===== src/rtl/coin_acceptor_if.sv =====
// Coin acceptor sensor/control/credit-pulse bundle.
// master drives the sensor and controls, slave is the acceptor.
interface coin_acceptor_if;
  logic coin_raw;
  logic hold;
  logic cancel;
  logic coin_in;
  logic coin_reject;
  logic busy;

  modport master (
    output coin_raw, hold, cancel,
    input  coin_in, coin_reject, busy
  );

  modport slave (
    input  coin_raw, hold, cancel,
    output coin_in, coin_reject, busy
  );
endinterface


===== src/rtl/coin_acceptor.sv =====
// Coin acceptor: sync, debounce, width classify, credit queue, paced coin_in.
// Optional COIN_ACCEPTOR_STATS_EN adds accepted_cnt / rejected_cnt outputs.
module coin_acceptor #(
  parameter int DEBOUNCE_CYCLES = 4,
  parameter int MIN_W           = 3,
  parameter int SHORT_MAX       = 8,
  parameter int LONG_MAX        = 32,
  parameter int PULSE_GAP       = 2,
  parameter int CREDIT_W        = 4
) (
  input  logic           clk,
  input  logic           rst_n,
  coin_acceptor_if.slave bus
`ifdef COIN_ACCEPTOR_STATS_EN
  ,
  output logic [7:0]     accepted_cnt,
  output logic [7:0]     rejected_cnt
`endif
);

  localparam int DEB_W = $clog2(DEBOUNCE_CYCLES + 1);
  localparam int WID_W = $clog2(LONG_MAX + 2);
  localparam int GAP_W = $clog2(PULSE_GAP + 1);
  localparam int SUM_W = CREDIT_W + 2;

  localparam logic [DEB_W-1:0] DEB_LAST = DEB_W'(DEBOUNCE_CYCLES - 1);
  localparam logic [WID_W-1:0] WID_MIN  = WID_W'(MIN_W);
  localparam logic [WID_W-1:0] WID_SHT  = WID_W'(SHORT_MAX);
  localparam logic [WID_W-1:0] WID_LNG  = WID_W'(LONG_MAX);
  localparam logic [WID_W-1:0] WID_SAT  = WID_W'(LONG_MAX + 1);
  localparam logic [GAP_W-1:0] GAP_LD   = GAP_W'(PULSE_GAP);
  localparam logic [SUM_W-1:0] CRED_MAX = SUM_W'((1 << CREDIT_W) - 1);

  typedef enum logic [1:0] {
    IDLE     = 2'd0,
    MEASURE  = 2'd1,
    CLASSIFY = 2'd2
  } state_t;

  state_t              state;
  logic                s1;
  logic                s2;
  logic                deb;
  logic [DEB_W-1:0]    deb_cnt;
  logic [WID_W-1:0]    width;
  logic [CREDIT_W-1:0] credit;
  logic [GAP_W-1:0]    gap;

  logic                bad;
  logic                valid;
  logic [1:0]          units;
  logic                emit;
  logic [SUM_W-1:0]    sum;
  logic                over;
  logic                rej_next;

  // Two-flop synchroniser then a stability filter on the raw sensor.
  always_ff @(posedge clk or negedge rst_n) begin
    if (!rst_n) begin
      s1      <= 1'b0;
      s2      <= 1'b0;
      deb     <= 1'b0;
      deb_cnt <= '0;
    end else begin
      s1 <= bus.coin_raw;
      s2 <= s1;
      if (s2 == deb) begin
        deb_cnt <= '0;
      end else if (deb_cnt == DEB_LAST) begin
        deb     <= s2;
        deb_cnt <= '0;
      end else begin
        deb_cnt <= deb_cnt + 1'b1;
      end
    end
  end

  // Measure how long the debounced level stays high.
  always_ff @(posedge clk or negedge rst_n) begin
    if (!rst_n) begin
      state <= IDLE;
      width <= '0;
    end else begin
      unique case (state)
        IDLE: begin
          if (deb) begin
            state <= MEASURE;
            width <= WID_W'(1);
          end
        end
        MEASURE: begin
          if (!deb) begin
            state <= CLASSIFY;
          end else if (width != WID_SAT) begin
            width <= width + 1'b1;
          end
        end
        CLASSIFY: state <= IDLE;
        default:  state <= IDLE;
      endcase
    end
  end

  // Width classification and next-credit arithmetic.
  always_comb begin
    bad   = 1'b0;
    valid = 1'b0;
    units = 2'd0;
    if (state == CLASSIFY) begin
      if (width < WID_MIN || width > WID_LNG) begin
        bad = 1'b1;
      end else if (width <= WID_SHT) begin
        valid = 1'b1;
        units = 2'd1;
      end else begin
        valid = 1'b1;
        units = 2'd2;
      end
    end
    emit = (credit != '0) && (gap == '0) && !bus.hold && !bus.cancel;
    sum  = SUM_W'(credit) + SUM_W'(units) - SUM_W'(emit);
    over = sum > CRED_MAX;
    rej_next = bad || (over && !bus.cancel);
  end

  // Credit queue, pulse pacing and registered outputs.
  always_ff @(posedge clk or negedge rst_n) begin
    if (!rst_n) begin
      credit          <= '0;
      gap             <= '0;
      bus.coin_in     <= 1'b0;
      bus.coin_reject <= 1'b0;
    end else begin
      if (bus.cancel) begin
        credit <= '0;
      end else if (over) begin
        credit <= CRED_MAX[CREDIT_W-1:0];
      end else begin
        credit <= sum[CREDIT_W-1:0];
      end
      if (emit) begin
        gap <= GAP_LD;
      end else if (gap != '0) begin
        gap <= gap - 1'b1;
      end
      bus.coin_in     <= emit;
      bus.coin_reject <= rej_next;
    end
  end

  assign bus.busy = (state != IDLE) || (credit != '0);

`ifdef COIN_ACCEPTOR_STATS_EN
  // Running coin statistics; wrap naturally and ignore cancel.
  always_ff @(posedge clk or negedge rst_n) begin
    if (!rst_n) begin
      accepted_cnt <= 8'd0;
      rejected_cnt <= 8'd0;
    end else begin
      if (valid) begin
        accepted_cnt <= accepted_cnt + 8'd1;
      end
      if (rej_next) begin
        rejected_cnt <= rejected_cnt + 8'd1;
      end
    end
  end
`else
  logic unused_valid;
  assign unused_valid = valid;
`endif

endmodule


===== src/flat_wrapper.sv =====
// flat-port wrapper written by rule: the top's interface ports become plain ports
module coin_acceptor_flat 
#(
  parameter int DEBOUNCE_CYCLES = 4,
  parameter int MIN_W           = 3,
  parameter int SHORT_MAX       = 8,
  parameter int LONG_MAX        = 32,
  parameter int PULSE_GAP       = 2,
  parameter int CREDIT_W        = 4
)
  (clk, rst_n, bus_coin_raw, bus_hold, bus_cancel, bus_coin_in, bus_coin_reject, bus_busy);
  coin_acceptor_if bus_i ();
  input  logic clk;
  input  logic rst_n;
  input wire logic [$bits(bus_i.coin_raw)-1:0] bus_coin_raw;
  input wire logic [$bits(bus_i.hold)-1:0] bus_hold;
  input wire logic [$bits(bus_i.cancel)-1:0] bus_cancel;
  output wire logic [$bits(bus_i.coin_in)-1:0] bus_coin_in;
  output wire logic [$bits(bus_i.coin_reject)-1:0] bus_coin_reject;
  output wire logic [$bits(bus_i.busy)-1:0] bus_busy;
  assign bus_i.coin_raw = bus_coin_raw;
  assign bus_i.hold = bus_hold;
  assign bus_i.cancel = bus_cancel;
  assign bus_coin_in = bus_i.coin_in;
  assign bus_coin_reject = bus_i.coin_reject;
  assign bus_busy = bus_i.busy;
  coin_acceptor #(.DEBOUNCE_CYCLES(DEBOUNCE_CYCLES), .MIN_W(MIN_W), .SHORT_MAX(SHORT_MAX), .LONG_MAX(LONG_MAX), .PULSE_GAP(PULSE_GAP), .CREDIT_W(CREDIT_W)) u_core (.clk(clk), .rst_n(rst_n), .bus(bus_i));
endmodule

===== config.mk =====
export PLATFORM = sky130hd
export DESIGN_NAME = coin_acceptor_flat
export DESIGN_NICKNAME = d
export VERILOG_FILES = /design/src/rtl/coin_acceptor_if.sv /design/src/rtl/coin_acceptor.sv /design/src/flat_wrapper.sv
export SDC_FILE = /design/constraint.sdc
export NUM_CORES = 1
export LEC_CHECK = 0
export ABC_AREA = 1
export ABC_CLOCK_PERIOD_IN_PS = 4200
export CAP_MARGIN = 20
export CORE_MARGIN = 1.5
export CORE_UTILIZATION = 45
export CTS_BUF_LIST = sky130_fd_sc_hd__clkbuf_4 sky130_fd_sc_hd__clkbuf_8 sky130_fd_sc_hd__clkbuf_16
export DETAILED_ROUTE_END_ITERATION = 16
export DONT_BUFFER_PORTS = 1
export GPL_TIMING_DRIVEN = 0
export PLACE_DENSITY = 0.67
export SLEW_MARGIN = 20
export SYNTH_ARGS = -nofsm -noshare
export SYNTH_HDL_FRONTEND = slang
export SYNTH_SLANG_ARGS = --single-unit
export TNS_END_PERCENT = 10

===== constraint.sdc =====
create_clock -name clk -period 4.2 [get_ports clk]
set_clock_uncertainty 0.1 [all_clocks]
set_input_delay 0.84 -clock clk [delete_from_list [all_inputs] [get_ports clk]]
set_output_delay 0.84 -clock clk [all_outputs]
set_load 0.01 [all_outputs]

* Word-level counts from Yosys, hierarchy flattened
Cells that the tools add are included.
Word-level totals: register bits 22, bits of input ports 5, word-level logic and storage cells 66
Cells by class: $add $sub $neg 5, magnitude comparators 4, eq/ne operators 9, mux-type cells 18, bitwise logic cells 1, reduce and logical (&&, ||, !) cells 19
Operators by type and width (number):
- 2-to-1 mux 6 bit | 3
- 2-to-1 mux 2 bit | 7
- case mux 6 bit (2 select lines) | 1
- 2-to-1 mux 4 bit | 2
- nonzero test 2 bit | 4
- adder 6 x 1 -> 6 bit, second input constant | 1
- > comparator 6 x 4 -> 1 bit, second input constant | 1
- > comparator 6 bit, second input constant | 1
- less-or-equal comparator 6 x 4 -> 1 bit, second input constant | 1
- less-than comparator 6 x 2 -> 1 bit, second input constant | 1
- 2-to-1 mux 3 bit | 2
- inequality test 2 x 1 -> 1 bit, second input constant | 3
- inequality test 6 bit, second input constant | 1
- subtractor 6 x 1 -> 6 bit | 1
- adder 4 x 2 -> 5 bit | 1
- logical AND 1 bit | 4
- zero test 2 bit | 2
- case mux 2 bit (2 select lines) | 1
- AND reduction 2 bit | 2
- AND reduction 4 bit | 1
- nonzero test 4 bit | 1
- adder 3 x 1 -> 3 bit, second input constant | 1
- equality test 3 x 2 -> 1 bit, second input constant | 1
- logical OR 1 bit | 3
- 8 further kinds | 10

* Longest topological paths before layout
Gate-level depths: netlist of run 1.
depth after elaboration 9, mapped depth 17, depth with buffers taken out 16

* Worst setup path before layout of run 1
Ideal clock, no wire load.
path kind flip-flop to flip-flop, start point reg u_core.width[0], end point reg u_core.bus.coin_reject, data arrival time 2.244 ns, required time 3.981 ns, path slack 1.737 ns, cell stages (with the launch flop) 15, buffers on the path 0, period minus slack after synthesis 2.463 ns, cell sequence dfrtp_1 > ha_1 > nand3b_1 > nand3_1 > nor2_1 > ha_1 > inv_1 > fa_1 > ha_1 > nand3_1 > nand2_1 > nand2_1 > nand2_1 > nand2_2 > nand2_1
Between the ends: word-level cells in the longest chain between the ends 9, elaborated cells on any way between the ends 14
Ends and longest elaborated chain:
- start: declaration | line coin_acceptor.sv:45 | logic [WID_W-1:0] width;
- start signal: assignment | line coin_acceptor.sv:95 | width <= width + 1'b1;
- less-or-equal comparator 6 x 4 -> 1 bit (tied with other cells) | line coin_acceptor.sv:112 | end else if (width <= WID_SHT) begin
- 2-to-1 mux 2 bit or logical OR 1 bit (tied branches) | line coin_acceptor.sv:112, coin_acceptor.sv:110
- 2-to-1 mux 2 bit | line coin_acceptor.sv:110 | if (width < WID_MIN || width > WID_LNG) begin
- 2-to-1 mux 2 bit | line coin_acceptor.sv:109 | if (state == CLASSIFY) begin
- adder 4 x 2 -> 5 bit | line coin_acceptor.sv:121 | sum = SUM_W'(credit) + SUM_W'(units) - SUM_W'(emit);
- subtractor 6 x 1 -> 6 bit | line coin_acceptor.sv:121
- > comparator 6 x 4 -> 1 bit | line coin_acceptor.sv:122 | over = sum > CRED_MAX;
- logical AND 1 bit | line coin_acceptor.sv:123 | rej_next = bad || (over && !bus.cancel);
- logical OR 1 bit * | line coin_acceptor.sv:123
- via u_core.rej_next | line coin_acceptor.sv:55 | logic rej_next;
- end signal: assignment | line coin_acceptor.sv:147 | bus.coin_reject <= rej_next;
- end: declaration | line coin_acceptor_if.sv:18 | output coin_in, coin_reject, busy
Mark *: on every way through the listed nets, which the timed path passes. The rest lies on a longest branch. A chain may end at the register's enable or synchronous reset.

* Worst setup path in the final report of run 1
start point reg u_core.width[0], end point reg u_core.credit[1]
Between the ends: word-level cells in the longest chain between the ends 9, elaborated cells on any way between the ends 12
Ends and longest elaborated chain:
- less-or-equal comparator 6 x 4 -> 1 bit (tied with other cells) | line coin_acceptor.sv:112
- 2-to-1 mux 2 bit or logical OR 1 bit (tied branches) | line coin_acceptor.sv:112, coin_acceptor.sv:110
- 2-to-1 mux 2 bit * | line coin_acceptor.sv:110
- 2-to-1 mux 2 bit * | line coin_acceptor.sv:109
- adder 4 x 2 -> 5 bit * | line coin_acceptor.sv:121
- subtractor 6 x 1 -> 6 bit * | line coin_acceptor.sv:121
- > comparator 6 x 4 -> 1 bit | line coin_acceptor.sv:122
- 2-to-1 mux 4 bit * | line coin_acceptor.sv:136 | end else if (over) begin
- 2-to-1 mux 4 bit * | line coin_acceptor.sv:134 | if (bus.cancel) begin
- end signal: assignment | line coin_acceptor.sv:137 | credit <= CRED_MAX[CREDIT_W-1:0];
- end signal: assignment | line coin_acceptor.sv:139 | credit <= sum[CREDIT_W-1:0];
- end: declaration | line coin_acceptor.sv:46 | logic [CREDIT_W-1:0] credit;
Every way passes the cells marked *; elsewhere a longest branch is shown, timed or not.

==> results.txt, run 1 <==
- The flow ran to the end, and the final reports show no timing, DRC or antenna violations.
* Worst-Margin Slew: 0.392 ns
- In this run, post-CTS repair resized a total of 0 instances.
- Max frequency: around 370 MHz
* Headroom to the max-slew limit: 0.738
- Using the TritonRoute via totals, the vias-per-cell ratio works out to 5.05.
- Area of the mapped netlist: 1300 µm²
* CTS sink count: 22
- Counting every net in the synthesized netlist gives around 180.
- Setup slack closes at 1.50 ns.
- The first global-routing pass estimated approximately 3900 µm of wire.
* Count of nets after finishing: 182
* Synthesis Warnings: 0
* Die Footprint: 3230 µm²
* Total overflow reported by the global router: 0
* Static leakage power: 0.743 nW
- CP Class: reg -> reg
* Later-pin clock latency in the skew report: 0.31 ns
* Number of antenna violations at the first check in global routing: 0
- After clock tree synthesis, the setup repair step added 0 buffers.
- Total core area: ~2800 µm²
- Yosys mapped a number of flops with a built-in enable equal to 0.
- Post-Syn Area per Cell: roughly 8 µm²
- DPL Wire Length: 1670 µm
* I/O Pins: 8
- Class of the tightest hold or removal check: in -> async
* IR Drop Worst-Case VDD: 348 µV
* Startpoint of the most critical register-to-register path: u_core.width[0]$_DFFE_PN0P_
- Post-placement setup slack: 1.52 ns
- Final Setup Violations: 0
* Power per cell area: between 500 and 600 nW/µm²
- In the synthesized netlist the dominant register cell turns out to be dfrtp_1.
* H-tree Lvls: 1
* Width of the chip: approximately 57 µm
- Of the available clock period, the critical path in the final layout requires 0.643.
- Clock-pin slew was measured on the worst setup and hold paths at around 0.12 ns.
- STA classifies the critical path endpoint as a flop.
* Final TNS setup: 0 ns
- The worst register-to-register path has a depth of 14.
- Unrepaired setup endpoints after global routing: no
- In this run, post-CTS hold repair placed 0 buffers.
* Fill cell count: 254
- Largest net degree at the start of global routing: 23
- Counting flops with an async set or reset pin after synthesis yields a share of 1.00.
- The count of nets left with antenna violations once routing finished came out at 0.
- Leading cell type in the layout, fill and taps excluded: nand2_1
- Max Cap Violations: 0
* Root buffer cell: clkbuf_4
* Clock tree from TritonCTS: yes
- Placement Rows: 19
- The congestion estimate from routability-driven global placement came to roughly 0.76.
- The first detailed-routing pass ran for 4 iterations.
* WL/cell: 10.8 µm
- The clock passes through at most 2 buffers.
- The number of global-route vias before repair was 1,009.
- Power comes to 766 µW.
- Total count of max-transition violations in the final report: 0
- In this run the critical register-to-register path is captured at u_core.credit[1]$_DFF_PN0_.
- The initial utilization of the core area, before any placement, comes to 0.473.
* Layout overhead on the synthesized area: 7.01%
- IO Port Bufs: 0
- DRC Markers: 0
- After the first detailed-routing iteration, the DRC count stood at 19.
- WP data arrival: 2.81 ns
- Of all nets on the critical path, the largest fanout is 7.
- Critical Path Start Type: flop
* Share of cells above drive strength 1: 0.102
- After detailed routing, the total wire length is 2130 µm.
- Number of hold-slack violations in the final timing report: 0
- Sequential Area: ~550 µm²
* Worst endpoint required time: ~4.3 ns
- Clock tree synthesis inserted a total of 3 buffers.
* Synth unique cells: 21
- Via count: 995
- After routing the design area is 1400 µm².
- The share of the Yosys chip area taken by registers is 0.422.
- Flops & latches, synth: 22
- Mapped Cells: 162
* Total inserted antenna cells: 0
* Time the worst path needs with I/O delays and setup: 2.70 ns
* Multi-input gate area in the final layout: ~630 µm²
- Across every metal layer, demand over resource in global routing totals 0.152.
- Post-route core utilization: 0.506
- The floorplan step set the die height to 56.8 µm.
- In the layout the commonest cells are nand2_1, inv_1, dfrtp_1.
- Across all register-to-register paths, the minimum setup slack is 1.50 ns.
- Instance area at placement: 1340 µm²
-- layout make-up --
cell class	instances	share of cell area
sequential	22	0.395
buffer	2	0.0161
clock inverter	1	0.0215
clock buffer	3	0.0161
inverter	26	0.0700
multi-input combinational	112	0.454
tap	31	0.0278
-- stage by stage --
stage,hold slack (ns),cells
6_report,0.104,197
5_1_grt,0.0735,197
4_1_cts,0.0938,197
3_5_place_dp,0.240,193
3_3_place_gp,0.246,193
2_1_floorplan,0.231,162
-- cell usage after synthesis (all sizes together), types with 2 or more instances --
cell	count	area (µm²)
nor3	2	10.0
nand2	45	174
nand4	4	25.0
buf	2	22.5
a21oi	3	15.0
nand3	16	80.1
xor2	2	17.5
o21ai	8	58.8
nor2	15	63.8
nand3b	2	15.0
or2	2	12.5
dfrtp	22	551
ha	9	113
inv	26	97.6
-- logic make-up (layout without fill, tap and decap cells) --
| family | count (synthesis) | count (layout) | share of synthesized area |
|---|---|---|---|
| AND/OR/NAND/NOR | 87 | 87 | 0.297 |
| flip-flops | 22 | 22 | 0.422 |
| adder cells (fa/ha/maj) | 10 | 10 | 0.102 |
| XOR/XNOR | 3 | 3 | 0.0202 |
| AO/OA/AOI/OAI | 12 | 12 | 0.0662 |
| buffers and inverters | 28 | 32 | 0.0921 |
-- how the worst max path moves through the flow --
stage | start | endpoint | slack [ns] | cells after the start
2_1_floorplan | u_core.width[0]$_DFFE_PN0P_ | u_core.bus.coin_reject$_DFF_PN0_ | 1.74 | 14
4_1_cts | u_core.width[0]$_DFFE_PN0P_ | u_core.credit[1]$_DFF_PN0_ | 1.50 | 14
5_1_grt | u_core.width[0]$_DFFE_PN0P_ | u_core.credit[2]$_DFF_PN0_ | 1.25 | 14
3_3_place_gp | u_core.width[0]$_DFFE_PN0P_ | u_core.bus.coin_reject$_DFF_PN0_ | 1.55 | 14
3_5_place_dp | u_core.width[0]$_DFFE_PN0P_ | u_core.credit[2]$_DFF_PN0_ | 1.52 | 14
6_report | u_core.width[0]$_DFFE_PN0P_ | u_core.credit[1]$_DFF_PN0_ | 1.50 | 14
-- registers in the layout (all words and copies together) (netlist names) --
register / cells
u_core.bus.coin_reject: 1
u_core.deb_cnt: 3
u_core.width: 6
u_core.s2: 1
u_core.deb: 1
u_core.state: 2
u_core.gap: 2
u_core.bus.coin_in: 1
u_core.s1: 1
u_core.credit: 4
-- worst max-delay path, stage by stage (launching register included) --
cell	delay (ns)
dfrtp_1	0.47
ha_1	0.27
nand3b_1	0.20
nand3_1	0.10
nor2_1	0.04
ha_1	0.21
inv_1	0.08
fa_1	0.45
ha_1	0.23
nand3_1	0.11
nand2_1	0.06
nand2_1	0.06
nand2_1	0.05
nand2_2	0.10
nand2_1	0.06
-- power breakdown --
part / internal, mW / leakage [nW] / switching [mW]
registers: 0.268 / 0.286 / 0.0431
logic: 0.116 / 0.430 / 0.178
clock network: 0.0965 / 0.0279 / 0.0647
total: 0.480 / 0.743 / 0.286
-- routing by layer --
metal,GRT usage,part of all wire
met5,0,0
met4,0.0598,0.012
met3,0.0276,0.031
met2,0.266,0.51
met1,0.185,0.45
No activity file was read; power rests on OpenSTA's default activity.
==> run 2, diff against run 1 <==
- ABC_CLOCK_PERIOD_IN_PS: 4200 -> 2700
- clock period: 4.2 -> 2.7 ns (I/O delays scaled with it)
==> results.txt, run 2 (synthesis gave the netlist of run 1 again) <==
* Net switching fraction of the power: 0.383
* Largest registers in the final layout: u_core.width (6), u_core.credit (4), u_core.deb_cnt (3)
- Post-route core utilization: 0.553
- TritonCTS created 3 clock buffers.
* Crit Path Max Fanout: 5
- Layout overhead on the synthesized area: 17.0%
- The flow ran to the end, and the final reports show no timing, DRC or antenna violations.
* Most frequent CP cell: ha_2
- Gate family responsible for the most delay along the worst path: adder cells
- Number of search-and-repair iterations in the first detailed-routing pass: 4
- Slowest Stage Delay on Critical Path: 0.58 ns
- The net count of the finished layout is 190.
- Dividing the detail-routed via count by the number of cells gives around 5.2.
- The slowest stage of the critical path is the fa_1 cell.
* Max Buffers Root-to-Sink: 2
- Initial DRC Count: 24
- Source of the worst hold timing path: bus_coin_raw
- Number of hold-slack violations in the final timing report: 0
- The region available for standard cell placement spans 2760 µm².
* Unrepaired setup endpoints after global routing: yes
- Via count: 1,063
- More flip-flops sit in one register than any other, and that register is u_core.width.
* Placement Rows: 19
* Post-Layout Cell Count: 205
- Post-placement setup slack: 0.0249 ns
- The startpoint identified for the worst register-to-register timing path is u_core.width[1]$_DFFE_PN0P_.
* IR Drop Worst-Case VDD: ~550 µV
- Critical Path Start Type: flop
* Final weighted congestion in routability-driven placement: 0.763
- Setup violations remaining at the end of the flow were counted as 0.
- The first global-routing pass estimated 3940 µm of wire.
- Total inserted antenna cells: 0
- Largest net degree at the start of global routing: 23
- Summed over all nets, the half-perimeter wirelength after detailed placement is 1670 µm.
* Die Footprint: around 3200 µm²
- Total overflow reported by the global router: 0
* Max FFs per register: 6
* Clock tree from TritonCTS: yes
- Class of the tightest hold or removal check: in -> reg
- At the pin with the least slew margin, the transition time is 0.393 ns.
- CP Class: reg -> reg
- In the finished design, the share of the clock period the worst path needs comes to 0.985.
* Vias in the first global route: 1,011
- Headroom to the max-slew limit: 0.737
- Root buffer cell: clkbuf_4
- Across the run, the number of max-cap violations was 0.
- Time the worst path needs with I/O delays and setup: 2.66 ns
* Max frequency: 376 MHz
- Cell Count Post-Placement: 193
- Static leakage power: 0.784 nW
- Once routing completed, OpenROAD measured the worst setup slack at roughly 0.040 ns.
- The layout has 250 filler cells.
* GRT Resource Usage Total: 0.152
- For this configuration, the core starts out at a cell density of 0.473.
- Total count of max-transition violations in the final report: 0
* Leading cell type in the layout, fill and taps excluded: nand2_1
- During I/O placement, the number of pins put on the boundary was 8.
* Share of cells above drive strength 1: 0.241
- The routed design has 2530 µm of wire.
- IO Port Bufs: 0
- H-tree Lvls: 1
- Source of the critical timing path: u_core.width[1]$_DFFE_PN0P_
* WL/cell: roughly 12 µm
- Cells along the critical path: ha_4, nand3b_1, nand3_2, nor2_2, ha_2, inv_2, fa_1, ha_2, inv_1, nor2_1, a21oi_2, nand2_4, nand2_1
* Net switching power: 485 µW
- For this run, design rule violations remaining after detail routing come to 0.
* Cell internal pwr: 781 µW
* Power share of the clock group: 0.198
- Number of antenna violations at the first check in global routing: 0
- The number of buffers and inverters on the critical path is 2.
* Antenna Nets Post-Route: 0
- In this run the power density over the cells is 830 nW/µm².
* Final hold slack: approximately 0.15 ns
- Type of element capturing the critical path: flop
* Fraction of power consumed by sequential logic: 0.388
* Clk pin slew, worst setup/hold paths: 0.12 ns
* Final TNS setup: 0 ns
- WP data arrival: about 2.8 ns
* Share of power burned in combinational logic: 0.414
- Worst endpoint required time: 2.81 ns
- In this run the vertical extent of the chip is 56.8 µm.
* CTS sink count: 22
* Later-pin clock latency in the skew report: roughly 0.3 ns
* Commonest cells after routing, fill and taps aside: nand2_1, inv_1, dfrtp_1
* Width of the chip: roughly 57 µm
[run 2: through the flow]
step	power [mW]	cell area, µm²
2_1_floorplan	0.865	1300
3_3_place_gp	0.935	1340
3_5_place_dp	0.953	1340
4_1_cts	1.21	1410
5_1_grt	1.38	1530
6_report	1.27	1530
[run 2: repair_timing]
item                                   CTS  global route
gates resized for setup                  1            19
buffers inserted                         0             6
hold buffers                             1             0
pin swaps                                0            10
setup endpoints to repair                3             5
endpoints found under the hold margin   22             0
[run 2: routing by layer]
layer | share of wire | track usage | vias to the layer above
met4 | 0.027 | 0.0598 | 0
met5 | 0 | 0 | -
met1 | 0.40 | 0.185 | 505
met3 | 0.031 | 0.0276 | 8
met2 | 0.54 | 0.266 | 18
li1 | - | - | 532
[run 2: path summary, 6_finish.rpt]
path / slack, ns / to / cells past startpoint
max in group asynchronous: 1.60 / u_core.credit[0]$_DFF_PN0_ / 2
max: 0.04 / u_core.bus.coin_reject$_DFF_PN0_ / 13
min reg2reg: 0.27 / u_core.s2$_DFF_PN0_ / 0
min in group asynchronous: 0.46 / u_core.width[1]$_DFFE_PN0P_ / 1
min: 0.15 / u_core.s1$_DFF_PN0_ / 0
max reg2reg: 0.04 / u_core.bus.coin_reject$_DFF_PN0_ / 13
[run 2: final cells by class]
class                           count  area, µm²  share of cell area
Tap cell                           31       38.8              0.0254
Multi-Input combinational cell    112        694               0.455
Buffer                              2       22.5              0.0148
Timing Repair Buffer                8       66.3              0.0435
Inverter                           26       97.6              0.0640
Clock inverter                      1       30.0              0.0197
Sequential cell                    22        553               0.363
Clock buffer                        3       22.5              0.0148
[run 2: power by group through the flow]
stage	Sequential (mW)	Combinational, mW	Clock [mW]
2_1_floorplan	0.476	0.388	0
3_3_place_gp	0.488	0.447	0
3_5_place_dp	0.491	0.462	0
4_1_cts	0.485	0.472	0.258
5_1_grt	0.502	0.601	0.273
6_report	0.491	0.524	0.251
==> run 3, diff against run 2 <==
- HOLD_SLACK_MARGIN: not set -> 0.1
==> results of run 3 <==
Same layout as run 2: the final DEF is identical, and so are final timing and power.
